===== config.mk =====
export PLATFORM = sky130hd
export DESIGN_NAME = dice_turn_ctrl
export DESIGN_NICKNAME = d
export VERILOG_FILES = /design/src/rtl/dice_turn_ctrl_pkg.sv /design/src/rtl/dice_turn_ctrl_btn_sync_edge.sv /design/src/rtl/dice_turn_ctrl.sv
export SDC_FILE = /design/constraint.sdc
export NUM_CORES = 1
export LEC_CHECK = 0
export ABC_AREA = 1
export BUFFER_PORTS_ARGS = -buffer_cell sky130_fd_sc_hd__buf_4
export CORE_ASPECT_RATIO = 0.8
export CORE_MARGIN = 10
export CORE_UTILIZATION = 57
export DETAILED_ROUTE_END_ITERATION = 6
export PLACE_DENSITY = 0.79
export SYNTH_ARGS = -nofsm -noshare
export SYNTH_HDL_FRONTEND = slang
export SYNTH_SLANG_ARGS = --single-unit

===== constraint.sdc =====
create_clock -name clk -period 3.78 [get_ports clk]
set_clock_uncertainty 0.05 [all_clocks]
set_input_delay 0.189 -clock clk [delete_from_list [all_inputs] [get_ports clk]]
set_output_delay 0.189 -clock clk [all_outputs]
set_load 0.02 [all_outputs]

===== src/rtl/dice_turn_ctrl_pkg.sv =====
`default_nettype none
// +----------------------------------------------------------------------+
// | dice_turn_ctrl_pkg : state encoding, winner codes, die-face mapping  |
// | Rev 1.0                                                              |
// +----------------------------------------------------------------------+
package dice_turn_ctrl_pkg;

  localparam int         c_state_w  = 3;
  localparam logic [2:0] c_st_idle  = 3'd0;
  localparam logic [2:0] c_st_wait  = 3'd1;
  localparam logic [2:0] c_st_roll  = 3'd2;
  localparam logic [2:0] c_st_move  = 3'd3;
  localparam logic [2:0] c_st_check = 3'd4;
  localparam logic [2:0] c_st_over  = 3'd5;

  localparam logic [1:0] c_win_none = 2'b00;
  localparam logic [1:0] c_win_p1   = 2'b01;
  localparam logic [1:0] c_win_p2   = 2'b10;

  // rnd 0..5 maps onto faces 1..6; the two spare codes fold onto face 1
  function automatic logic [2:0] face_of(input logic [2:0] r);
    return (r <= 3'd5) ? r + 3'd1 : 3'd1;
  endfunction

endpackage
`default_nettype wire


===== src/rtl/dice_turn_ctrl_btn_sync_edge.sv =====
`default_nettype none
// +----------------------------------------------------------------------+
// | btn_sync_edge : 2-flop synchronizer plus rising-edge pulse detector  |
// | Rev 1.0                                                              |
// +----------------------------------------------------------------------+
module btn_sync_edge (
  input  logic clk,
  input  logic reset,
  input  logic btn,
  output logic pulse
);

  logic       r_s1;
  logic       r_s2;
  logic       r_s3;
  logic       r_armed;
  logic [1:0] r_warm;

  // A button already high when reset releases must be seen low before it
  // can produce a pulse, so r_armed waits until the synchronizer carries
  // real post-reset samples and then for a low level.
  always_ff @(posedge clk or posedge reset) begin
    if (reset) begin
      r_s1    <= 1'b0;
      r_s2    <= 1'b0;
      r_s3    <= 1'b0;
      r_armed <= 1'b0;
      r_warm  <= 2'd0;
    end else begin
      r_s1 <= btn;
      r_s2 <= r_s1;
      r_s3 <= r_s2;
      if (r_warm != 2'd2) r_warm <= r_warm + 2'd1;
      if (r_warm == 2'd2 && !r_s2) r_armed <= 1'b1;
    end
  end

  assign pulse = r_s2 & ~r_s3 & r_armed;

endmodule
`default_nettype wire


===== src/rtl/dice_turn_ctrl.sv =====
`default_nettype none
// +----------------------------------------------------------------------+
// | dice_turn_ctrl : two-player dice race, turn sequencing and scoring   |
// | Rev 1.0                                                              |
// +----------------------------------------------------------------------+
module dice_turn_ctrl
  import dice_turn_ctrl_pkg::*;
#(
  parameter int STEP  = 10,
  parameter int GOAL  = 700,
  parameter int POS_W = 10
) (
  input  logic             clk,
  input  logic             reset,
  input  logic             start,
  input  logic             trig1,
  input  logic             trig2,
  input  logic [2:0]       rnd,
  output logic [2:0]       die1,
  output logic [2:0]       die2,
  output logic [POS_W-1:0] p1_pos,
  output logic [POS_W-1:0] p2_pos,
  output logic             turn,
  output logic             playing,
  output logic             game_over,
  output logic [1:0]       winner
);

  localparam logic [POS_W:0] c_step = (POS_W+1)'(STEP);
  localparam logic [POS_W:0] c_goal = (POS_W+1)'(GOAL);

  logic                 w_start_p;
  logic                 w_trig1_p;
  logic                 w_trig2_p;
  logic [c_state_w-1:0] r_state;
  logic [c_state_w-1:0] w_next;
  logic [POS_W-1:0]     w_cur_pos;
  logic [2:0]           w_face;
  logic [POS_W:0]       w_sum;
  logic [POS_W-1:0]     w_new_pos;
  logic                 w_at_goal;

  btn_sync_edge u_sync_start (.clk(clk), .reset(reset), .btn(start), .pulse(w_start_p));
  btn_sync_edge u_sync_trig1 (.clk(clk), .reset(reset), .btn(trig1), .pulse(w_trig1_p));
  btn_sync_edge u_sync_trig2 (.clk(clk), .reset(reset), .btn(trig2), .pulse(w_trig2_p));

  // The die written in ROLL doubles as the face register for MOVE.
  assign w_cur_pos = turn ? p2_pos : p1_pos;
  assign w_face    = turn ? die2 : die1;
  assign w_sum     = {1'b0, w_cur_pos} + c_step * {{(POS_W-2){1'b0}}, w_face};
  assign w_new_pos = (w_sum >= c_goal) ? c_goal[POS_W-1:0] : w_sum[POS_W-1:0];
  assign w_at_goal = ({1'b0, w_cur_pos} >= c_goal);

  always_ff @(posedge clk or posedge reset) begin
    if (reset) r_state <= c_st_idle;
    else       r_state <= w_next;
  end

  always_comb begin
    w_next = r_state;
    case (r_state)
      c_st_idle, c_st_over: if (w_start_p) w_next = c_st_wait;
      c_st_wait:  if (turn ? w_trig2_p : w_trig1_p) w_next = c_st_roll;
      c_st_roll:  w_next = c_st_move;
      c_st_move:  w_next = c_st_check;
      c_st_check: w_next = w_at_goal ? c_st_over : c_st_wait;
      default:    w_next = c_st_idle;
    endcase
  end

  always_comb begin
    playing   = 1'b0;
    game_over = 1'b0;
    case (r_state)
      c_st_wait, c_st_roll, c_st_move, c_st_check: playing = 1'b1;
      c_st_over: game_over = 1'b1;
      default: ;
    endcase
  end

  always_ff @(posedge clk or posedge reset) begin
    if (reset) begin
      p1_pos <= '0;
      p2_pos <= '0;
      die1   <= 3'd1;
      die2   <= 3'd1;
      turn   <= 1'b0;
      winner <= c_win_none;
    end else begin
      case (r_state)
        c_st_idle, c_st_over: begin
          if (w_start_p) begin
            p1_pos <= '0;
            p2_pos <= '0;
            die1   <= 3'd1;
            die2   <= 3'd1;
            turn   <= 1'b0;
            winner <= c_win_none;
          end
        end
        c_st_roll: begin
          if (turn) die2 <= face_of(rnd);
          else      die1 <= face_of(rnd);
        end
        c_st_move: begin
          if (turn) p2_pos <= w_new_pos;
          else      p1_pos <= w_new_pos;
        end
        c_st_check: begin
          if (w_at_goal) winner <= turn ? c_win_p2 : c_win_p1;
          else           turn   <= ~turn;
        end
        default: ;
      endcase
    end
  end

endmodule
`default_nettype wire

==> impl_results.md <==
* Largest family of logic cells by synthesized area: simple AND/OR/NAND/NOR gates
* DR pass1 iterations at 4
* Syn Area/Cell at between 8 and 9 um^2
* PwrDens at between 600 and 700 nW/um^2
* Fin crit share at 0.8262
* Fmax at 320.2 MHz
* P_leak at between 1.5 and 2 nW
* Worst min path class: input pin to async pin
* Row count at 22
* Filler cells at 395
* CP Class: flip-flop to flip-flop
* Slew at the pin with the worst max-slew slack at 1.020 ns
* Worst VDD drop at 0.3410 mV
* Worst-Skew Late Latency at approximately 0.32 ns
* Most common cell after layout, fill and taps aside: nand2_1
* Max Cap Violations at 0
* Top_reg_cell synth: dfrtp_1
* Hold WS at about 0.07 ns
* Routed vias at 2367
* Yosys warns at 0
* Post-CTS setup buffers at 0
* Total Wirelength at roughly 6300 um
* Sequential share of the synthesized area at 0.4408
* Nets at ~420
* Gpl congestion at 0.9762
* Most frequent cells in the layout: nand2_1 (109), inv_1 (49), dfrtp_1 (48), buf_4 (40), nand3_1 (30)
* Mux cell area share after synthesis at 0.01056
* Async set-reset flop share out of synthesis at 1.000
* Die Area at approximately 8200 um^2
* Global-route wire length before repair at 10920 um
* Area Overhead vs Synth at 16.15%
* IO buf count at 38
* CP Max Fanout at 12
* Endpoints failing hold at 0
* Critical Path Start Type: flip-flop
* H-tree levels at 2
* Initial antenna violation count at 0
* CP required at roughly 4 ns
* Adder-cell share of the synthesized area at 0.06863
* Initial DRC Count at approximately 110
* Initial core utilization at 0.6042
* Yosys cell types at 35
* Rel. slew slack at 0.3192
* Resized cells post-CTS at 0
* Clock Sinks at 50
* Inserted Clock Buffers at 5
* Clock transition at path regs at about 0.10 ns
* Fin Setup TNS at 0 ns
* CP endpoint kind: flip-flop
* Crit path DAT at about 3.3 ns
* Total Routing Usage GR at 0.1560
* Outcome: finished, final reports clean
* # diodes at 0
* Synth Instances at between 300 and 400
* Post-Synth Simple-Gate Area at 0.2838
* Core Area at 4707 um^2
* Largest net degree at the start of global routing at 51
* Vias in the first global route at 2311
* Syn_nets at approximately 370
* Routed Antenna Nets at 0
* Post-synth EDFFs at 0
* Die Wd at approximately 99 um
* Root Buffer: clkbuf_8
* Seq cells post-synth at 50
* Cell area after synthesis at ~2800 um^2
* Clk buf depth at 2
* I/O pins at 39
* Synth Area in Compound Gates at 0.08975
* Max-slew violation count at 0
* Vias/cell at approximately 5.2
* Layout cell share with drive strength beyond 1 at 0.1772
* Worst r2r path cells at 15
* Xor-xnor portion of the synthesized cell area at 0.01540
* # hold bufs at CTS at 4
* DRC at 0
* Clock period minus worst slack at between 3 and 4 ns
* Die Ht at around 83 um
* GRT overflow at 0
* Average wire per standard cell at between 10 and 15 um
* Final setup vio count at 0
* CTS tree: done
* RSZ-0062 raised after global routing: false
* Sum of net half-perimeters after detailed placement at 4820 um
[through the flow]
step	total power, W	setup WS (ns)	instances	utilization	instance area [um^2]
2_1_floorplan	0.001549	0.5742	350	-	2844
3_3_place_gp	0.001819	0.7921	443	0.6725	3166
3_5_place_dp	0.001835	0.7110	443	0.6725	3166
4_1_cts	0.002174	0.6775	455	0.7018	3303
5_1_grt	0.002336	0.3692	455	0.7018	3303
6_report	0.002163	0.6571	455	0.7018	3303
[cells in the mapped netlist (2+ instances only)]
library cell	instances	area (um^2)
xnor2_1	5	43.79
o21ai_1	4	20.02
nand4_1	7	43.79
dfstp_2	2	52.55
buf_6	3	33.78
nor2_1	16	60.06
o21ai_0	18	90.09
nand2_4	2	22.52
mux2_4	2	30.03
o31ai_1	2	15.01
inv_1	50	187.7
dfrtp_1	48	1201
inv_2	3	11.26
ha_1	14	175.2
a31oi_1	2	12.51
nand2_1	109	409.1
nand3b_1	2	15.01
nand3_1	30	150.1
nand2_2	2	12.51
a21oi_1	7	35.03
nand3_4	2	35.03
o21bai_1	7	52.55
[final timing paths]
check	start	endpoint	slack [ns]
setup / recovery	turn	p2_pos[7]	0.66
hold / removal	reset	u_sync_trig2.r_s2	0.07
setup reg to reg	turn	p2_pos[7]	0.66
hold reg to reg	u_sync_trig1.r_s1	u_sync_trig1.r_s2	0.31
max in group asynchronous	reset	p2_pos[2]	2.99
min in group clk	rnd[2]	die1[2]	0.23
[logic make-up (layout without fill, tap and decap cells)]
kind of cell               after synthesis  count (layout)
and+or+nand+nor                        175             175
buffers and inverters                   61             106
DFF                                     50              50
AOI/OAI and AO/OA                       42              42
adders and majority gates               15              15
xor gates and xnor gates                 5               5
muxes                                    2               2
[metal layers]
layer | up-vias | global-route usage | wire length (um)
li1 | 1201 | - | -
met1 | 1098 | 0.2194 | 3040
met2 | 62 | 0.2318 | 2727
met3 | 6 | 0.04305 | 476
met4 | 0 | 0.03364 | 50
met5 | - | 0 | 0
[worst max-delay path, cell delays in order, from the launching register on]
cell,delay (ns)
dfrtp_1,0.53
o21ai_0,0.21
ha_1,0.25
ha_1,0.19
ha_1,0.28
ha_1,0.36
a21oi_1,0.24
nand3_1,0.17
nand2_1,0.09
nand2_1,0.04
nand2_1,0.08
nand2_1,0.07
nand2_2,0.16
nand3_1,0.14
nand3_1,0.10
nand2_1,0.06
[cell type report]
cell class                      count  area (um^2)  area share
Timing Repair Buffer               44        340.3      0.1030
Clock inverter                      3        28.78    0.008712
Sequential cell                    50         1254      0.3795
Multi-Input combinational cell    239         1331      0.4030
Clock buffer                        5        68.82     0.02083
Tap cell                           60        75.07     0.02273
Inverter                           54        205.2     0.06212
[registers in the layout (all words and copies together) (netlist names)]
signal	cells
r_state	3
u_sync_start.r_armed	1
u_sync_start.r_s1	1
u_sync_trig2.r_s2	1
u_sync_trig1.r_s1	1
u_sync_trig1.r_armed	1
u_sync_trig2.r_warm	2
u_sync_trig2.r_s1	1
u_sync_start.r_warm	2
u_sync_start.r_s3	1
u_sync_trig1.r_warm	2
u_sync_trig1.r_s3	1
winner	2
u_sync_start.r_s2	1
die1	3
p1_pos	10
u_sync_trig1.r_s2	1
p2_pos	10
turn	1
die2	3
u_sync_trig2.r_s3	1
u_sync_trig2.r_armed	1
[where the power goes]
| part | total, W | internal [W] | switching, W | leakage, nW |
|---|---|---|---|---|
| clock network | 0.000337 | 0.000137 | 0.000199 | 0.0502 |
| registers | 0.000681 | 0.000609 | 0.0000718 | 0.633 |
| logic | 0.00115 | 0.000383 | 0.000762 | 1.19 |
(Power assumes the default switching activity.)
